`src/rtl/spi_frame_rx_pkg.sv`:
```
// Shared constants, FSM encoding and end-of-burst status type for the SPI camera frame receiver.
package spi_frame_rx_pkg;

  localparam int unsigned FRAME_W         = 64;
  localparam int unsigned FRAME_H         = 64;
  localparam int unsigned DEF_FRAME_BYTES = FRAME_W * FRAME_H;
  localparam int unsigned DEF_CNT_W       = 13;
  localparam logic [7:0]  DEF_IDLE_TIMEOUT = 8'h3F;

  typedef enum logic [1:0] {
    S_IDLE   = 2'd0,
    S_ACTIVE = 2'd1,
    S_CLOSE  = 2'd2
  } state_t;

  typedef struct packed {
    logic frame_done;
    logic err_short;
    logic err_long;
  } close_status_t;

  // Exactly one status bit is raised, overrun taking priority over short.
  function automatic close_status_t close_eval(input logic over, input logic partial,
                                               input logic bytes_short);
    close_status_t s;
    s = '0;
    if (over) begin
      s.err_long = 1'b1;
    end else if (partial || bytes_short) begin
      s.err_short = 1'b1;
    end else begin
      s.frame_done = 1'b1;
    end
    return s;
  endfunction

endpackage

```
`src/rtl/spi_frame_rx_sync_ff2.sv`:
```
// Two-flop synchronizer with synchronous active-high reset.
module sync_ff2 (
  input  logic CLK,
  input  logic RST,
  input  logic d,
  output logic q
);

  logic meta;

  always_ff @(posedge CLK) begin
    if (RST) begin
      meta <= 1'b0;
      q    <= 1'b0;
    end else begin
      meta <= d;
      q    <= meta;
    end
  end

endmodule

```
`src/rtl/spi_frame_rx.sv`:
```
// Oversampled SPI mode-0 frame receiver: byte stream out plus one status pulse per burst.
module spi_frame_rx
  import spi_frame_rx_pkg::*;
#(
  parameter logic [7:0]  IDLE_TIMEOUT = DEF_IDLE_TIMEOUT,
  parameter int unsigned FRAME_BYTES  = DEF_FRAME_BYTES,
  parameter int unsigned CNT_W        = DEF_CNT_W
) (
  input  logic             CLK,
  input  logic             RST,
  input  logic             SCLK,
  input  logic             MOSI,
  output logic             BUSY,
  output logic [7:0]       DATA,
  output logic             VALID,
  output logic [CNT_W-1:0] BYTE_CNT,
  output logic             FRAME_DONE,
  output logic             ERR_SHORT,
  output logic             ERR_LONG
);

  localparam logic [CNT_W-1:0] FRAME_MAX = CNT_W'(FRAME_BYTES);

  logic          sclk_s2, sclk_s3, mosi_s2;
  logic          sclk_rise, sclk_edge;
  state_t        state, state_n;
  logic          shift_en, byte_done, close_now;
  logic [7:0]    timer;
  logic [6:0]    shift;
  logic [2:0]    bit_cnt;
  logic          over;
  close_status_t status_q;

  sync_ff2 u_sync_sclk (.CLK(CLK), .RST(RST), .d(SCLK), .q(sclk_s2));
  sync_ff2 u_sync_mosi (.CLK(CLK), .RST(RST), .d(MOSI), .q(mosi_s2));

  assign sclk_rise = sclk_s2 & ~sclk_s3;
  assign sclk_edge = sclk_s2 ^ sclk_s3;

  always_ff @(posedge CLK) begin
    if (RST) begin
      state <= S_IDLE;
    end else begin
      state <= state_n;
    end
  end

  // Next state and per-cycle qualifiers; an SCLK edge always beats the timeout.
  always_comb begin
    state_n   = state;
    shift_en  = 1'b0;
    byte_done = 1'b0;
    close_now = 1'b0;
    case (state)
      S_IDLE: begin
        if (sclk_rise) state_n = S_ACTIVE;
      end
      S_ACTIVE: begin
        if (!sclk_edge && (timer == IDLE_TIMEOUT)) begin
          state_n   = S_CLOSE;
          close_now = 1'b1;
        end
      end
      S_CLOSE: state_n = S_IDLE;
      default: state_n = S_IDLE;
    endcase
    shift_en  = sclk_rise && (state != S_CLOSE);
    byte_done = shift_en && (bit_cnt == 3'd7);
  end

  always_ff @(posedge CLK) begin
    if (RST) begin
      sclk_s3  <= 1'b0;
      timer    <= 8'd0;
      shift    <= 7'd0;
      bit_cnt  <= 3'd0;
      over     <= 1'b0;
      BUSY     <= 1'b0;
      DATA     <= 8'd0;
      VALID    <= 1'b0;
      BYTE_CNT <= '0;
      status_q <= '0;
    end else begin
      sclk_s3  <= sclk_s2;
      BUSY     <= (state_n == S_ACTIVE);
      VALID    <= 1'b0;
      status_q <= '0;
      timer    <= ((state == S_ACTIVE) && !sclk_edge) ? timer + 8'd1 : 8'd0;
      if (shift_en) begin
        shift   <= {shift[5:0], mosi_s2};
        bit_cnt <= bit_cnt + 3'd1;
      end
      // Bytes past a full frame are dropped and only flagged.
      if (byte_done) begin
        if (BYTE_CNT < FRAME_MAX) begin
          DATA     <= {shift, mosi_s2};
          VALID    <= 1'b1;
          BYTE_CNT <= BYTE_CNT + CNT_W'(1);
        end else begin
          over <= 1'b1;
        end
      end
      if (close_now) begin
        status_q <= close_eval(over, bit_cnt != 3'd0, BYTE_CNT < FRAME_MAX);
      end
      if (state == S_CLOSE) begin
        bit_cnt  <= 3'd0;
        over     <= 1'b0;
        BYTE_CNT <= '0;
      end
    end
  end

  assign FRAME_DONE = status_q.frame_done;
  assign ERR_SHORT  = status_q.err_short;
  assign ERR_LONG   = status_q.err_long;

endmodule

```
`config.mk`:
```
export PLATFORM = sky130hd
export DESIGN_NAME = spi_frame_rx
export DESIGN_NICKNAME = d
export VERILOG_FILES = /design/src/rtl/spi_frame_rx_pkg.sv /design/src/rtl/spi_frame_rx_sync_ff2.sv /design/src/rtl/spi_frame_rx.sv
export SDC_FILE = /design/constraint.sdc
export NUM_CORES = 1
export LEC_CHECK = 0
export CAP_MARGIN = 25
export CORE_MARGIN = 2
export CORE_UTILIZATION = 50
export DETAILED_ROUTE_END_ITERATION = 16
export GPL_ROUTABILITY_DRIVEN = 0
export PLACE_DENSITY_LB_ADDON = 0.25
export RECOVER_POWER = 50
export SETUP_SLACK_MARGIN = 0.1
export SLEW_MARGIN = 20
export SYNTH_ARGS = -nofsm -noshare
export SYNTH_HDL_FRONTEND = slang
export SYNTH_SLANG_ARGS = --single-unit
```
`constraint.sdc`:
```
create_clock -name CLK -period 2.3 [get_ports CLK]
set_input_delay 0.69 -clock CLK [delete_from_list [all_inputs] [get_ports CLK]]
set_output_delay 0.69 -clock CLK [all_outputs]
set_load 0.02 [all_outputs]
```
# == After elaboration in Yosys (flattened, before gate mapping) ==
# Cells that the tools add are included.
# totals
ramBits,0
n_memories,0
inputBits,4
rom_bits,0
elab_cells,58
latchBits,0
ff_bits,52
out_inout_bits,26
# classes
n_bitwise,7
shift,0
eq_ne,6
n_reduce_logical,15
n_div,0
n_lt_le_gt_ge,1
n_mux,9
multipliers,0
addsub,3
# ops
cell,n
"adder 13 x 1 -> 13 bit, second input constant",1
"less-than comparator 13 bit, second input constant",1
"adder 8 x 1 -> 8 bit, second input constant",1
"== test 8 x 6 -> 1 bit, second input constant",1
OR reduction 2 bit,4
two-way mux 1 bit,6
inverter 1 bit,5
"== test 2 x 1 -> 1 bit, second input constant",2
logical AND 1 bit,4
two-way mux 2 bit,2
case mux 2 bit (2 select lines),1
AND reduction 2 bit,2
"adder 3 x 1 -> 3 bit, second input constant",1
"== test 3 bit, second input constant",1
nonzero test 3 bit,1
OR reduction 3 bit,1
"== test 2 bit, second input constant",1
logical NOT 2 bit,1
"!= test 2 bit, second input constant",1
bitwise AND 1 bit,1
logical NOT 1 bit,1
logical OR 1 bit,1
XOR 1 bit,1

# == Longest topological paths before layout ==
# logic_depth
word_depth,7
mapped_depth,7
depth_no_buf,6

# == Hierarchy ==
# Synthesis repeated with hierarchy kept, for this count alone.
# unflattened
cells_unflattened,212
hier_area_um2,2062.0
# by_module_without_submodules
mod,n_inst,area_each_um2,seq_area_each_um2,cells_each
spi_frame_rx,1,1956.9,960.9,204
sync_ff2,2,52.6,40.0,4

# == Worst setup path before layout ==
# No wires, ideal clock.
# synth_timing
path_kind,reg2reg
startpoint,register bit_cnt[0]
endpoint,register BYTE_CNT[9]
arrival_time_ns,1.537
setup_ns,0.071
n_path_buf,0
period_less_slack_ns,1.607
required_time_ns,2.229
path_slack_ns,0.693
stages_incl_launch_ff,7
path_cell_list,dfxtp_1 > ha_1 > ha_1 > and4b_1 > nand3_2 > or4_1 > a21oi_1
# synth_via
elab_chain_len,3
# synth_lines
item,line,rtl
from (decl),spi_frame_rx.sv:30,logic [2:0] bit_cnt;
from (signal assigned),spi_frame_rx.sv:91,bit_cnt <= bit_cnt + 3'd1;
== test 3 bit,spi_frame_rx.sv:68,byte_done = shift_en && (bit_cnt == 3'd7);
logical AND 1 bit,spi_frame_rx.sv:68,
AND reduction 2 bit (no source line),--,
to (signal assigned),spi_frame_rx.sv:98,BYTE_CNT <= BYTE_CNT + CNT_W'(1);
to (decl),spi_frame_rx.sv:16,"output logic [CNT_W-1:0] BYTE_CNT,"
# Every way passes these cells.
# A chain may end at the register's enable or synchronous reset.

# == Final worst setup path ==
# layout_timing
startpoint,register BYTE_CNT[12]
endpoint,output port BYTE_CNT[12]
# No word-level cell between the ends.

==> metrics.txt <==
Crit path required time=1.61 ns; top cells by area, synth=dfxtp_1 52%, a21oi_1 6.3%, nand2_1 6.0%; core area=3740 um^2; Clock Latency Late Sink=0.30 ns; CP max stage delay=0.65 ns; Tot Pwr=0.00145 W; Synth top area share=52.4%; largest net degree at the start of global routing=22; CP Buf/Inv Count=1; Mapped Nets=233; final clock skew=0.00339 ns; post-DP HPWL=2.53 mm; Avg Inst Size Synth=8.92 um^2; Area Growth Syn to Fin=20.1%; Post-Syn Area=1990 um^2; multi-input gate area in the final layout=875 um^2; initial cell density of the core=53.1%; CP top delay family=buffers and inverters; Clock transition at path regs=0.09 ns; FMAX=0.480 GHz; IO Port Bufs=29; grt ovf=0; CP endpoint kind=primary output; Worst slew margin=41.1%; Finish-stage setup viols=0; crit path DAT=1.39 ns; global-route wire length before repair=6.21 mm; Worst Setup Start Kind=register; Yosys top cell by area=dfxtp_1; Synth Warn #=0; Iter 0 DRT Violations=68; Sum Neg Setup Slack=0 ns; outcome=completed; cts hold-fix bufs=0; synthesized flop and latch total=52; cts repair resizes=0; postcts setup bufs=0; Sequential Area=1040 um^2; Slew Viols, Final=0; Top Metal Used=met4; row count=22; Final Cycle Share=90.6%; post-DR wirelength/cell=12.2 um; max-cap viol count=0; Peak VDD IR=0.000426 V; CTS tree=built; WL met3=134 um; Critical Path Slowest Stage Cell=clkdlybuf4s50_1; clock buffer depth=2; total wire length=3.66 mm; worst path cell trace=clkdlybuf4s50_1; hold crit path type=reg -> reg; die width=67.1 um; crit path max fanout=6; H-tree levels=2; Unique masters post-synth=29; GRT Util Overall=18.2%; DRT Pass-1 Iters=4; Slew @ Worst Pin=0.882 ns; Die Y=67.1 um; Seq/Total Area, Yosys=52.4%; Hold Vio Cnt, Final=0; Leak=0.833 nW; Vias/cell=5.29; share of post-route cells with drive strength above 1=4.35%; die area=4500 um^2; Num CTS Buffers=5; RSZ-0062 raised after global routing=false; R2R Setup Slk=0.41 ns; root buf cell=clkbuf_8; # IOs=30; wl on met1=1.72 mm; synthesized instance count=223; Remaining DRCs=0; clock sink total=52; vias post-DR=1592; Routed Antenna Nets=0; kind of critical path=reg -> out; vias in the first global route=1402; power density over cell area=607 nW/um^2; initial antenna violation count=0; metal2 WL=1.75 mm; Final min period=2.08 ns; final core utilization=63.8%; ant diodes=0; final-stage net count=263; Layout fillers=353
worst paths after layout:
kind                                  startpoint       endpoint  cells after the start
worst max-delay path                BYTE_CNT[12]   BYTE_CNT[12]                      1
worst min-delay path            u_sync_sclk.meta  u_sync_sclk.q                      1
worst max register to register     u_sync_sclk.q        DATA[6]                      4
worst min register to register  u_sync_sclk.meta  u_sync_sclk.q                      1
per-layer routing:
layer | vias up | GRT usage, %
met2 | 27 | 29.3
li1 | 821 | -
met5 | - | 0
met4 | 0 | 7.65
met3 | 6 | 3.72
met1 | 738 | 23.4
power breakdown:
part,switching [W],internal [W]
clock network,0.000284,0.000206
registers,0.00000535,0.000909
logic,0.0000283,0.0000166
layout by cell type (no fill, tap or decap):
master,n
nor4_1,1
dfxtp_1,52
and2_1,1
ha_1,6
o221a_2,1
o21a_1,1
nand4_1,4
and2_0,2
nor3_1,3
o31ai_1,1
nand2b_1,2
a31oi_1,3
dlygate4sd3_1,1
nand2_1,32
nand3_1,17
o21ai_0,9
and3_1,6
xor2_1,7
buf_4,2
a21oi_1,25
clkinv_2,1
clkdlybuf4s50_1,28
clkbuf_1,1
clkbuf_8,5
nor2b_1,7
and4b_1,1
or3_1,7
inv_1,6
or4_1,1
clkinvlp_4,1
nor2_1,15
xnor2_1,3
nor4b_2,1
area by class of cell:
| cell class | count | area share [%] |
|---|---|---|
| Timing Repair Buffer | 32 | 12.9 |
| Sequential cell | 52 | 43.6 |
| Multi-Input combinational cell | 156 | 36.6 |
| Inverter | 6 | 0.943 |
| Tap cell | 48 | 2.51 |
| Clock inverter | 2 | 0.524 |
| Clock buffer | 5 | 2.88 |
sequential cells by signal, summed over array words and instances (netlist names), 2 cells and up:
| signal | cells |
|---|---|
| BYTE_CNT | 13 |
| shift | 7 |
| state | 2 |
| DATA | 8 |
| bit_cnt | 3 |
| timer | 8 |
cells by family after synthesis:
group / count (synthesis) / share of synthesized area (%)
AOI/OAI and AO/OA: 40 / 10.8
buffers and inverters: 15 / 3.40
adders and majority gates: 6 / 3.78
xor gates and xnor gates: 10 / 4.41
and+or+nand+nor: 100 / 25.2
DFF: 52 / 52.4
stage by stage:
stage,setup WS (ns),hold slack [ns],cells,area (um^2)
2_1_floorplan,0.693,0.414,223,1990
3_3_place_gp,0.349,0.415,294,2320
3_5_place_dp,0.304,0.422,294,2320
4_1_cts,0.212,0.443,301,2400
5_1_grt,0.134,0.465,301,2390
6_report,0.217,0.439,301,2390
cells in the mapped netlist:
cell	instances
nor2b_1	7
o31ai_1	1
o21ai_0	9
a21oi_1	25
nor4_1	1
clkbuf_1	4
nand3_1	16
and4b_1	1
nand3_2	1
a31oi_1	3
buf_2	3
and3_1	6
inv_1	6
nand2b_1	2
dfxtp_1	52
nand2_1	32
nand4_1	4
xnor2_1	3
or3_1	7
nor2_1	15
or4_1	1
ha_1	6
o21a_1	1
nor3_1	3
and2_1	3
xor2_1	7
o221a_2	1
buf_4	2
nor4b_2	1
Power figures use the tool's default switching activity.
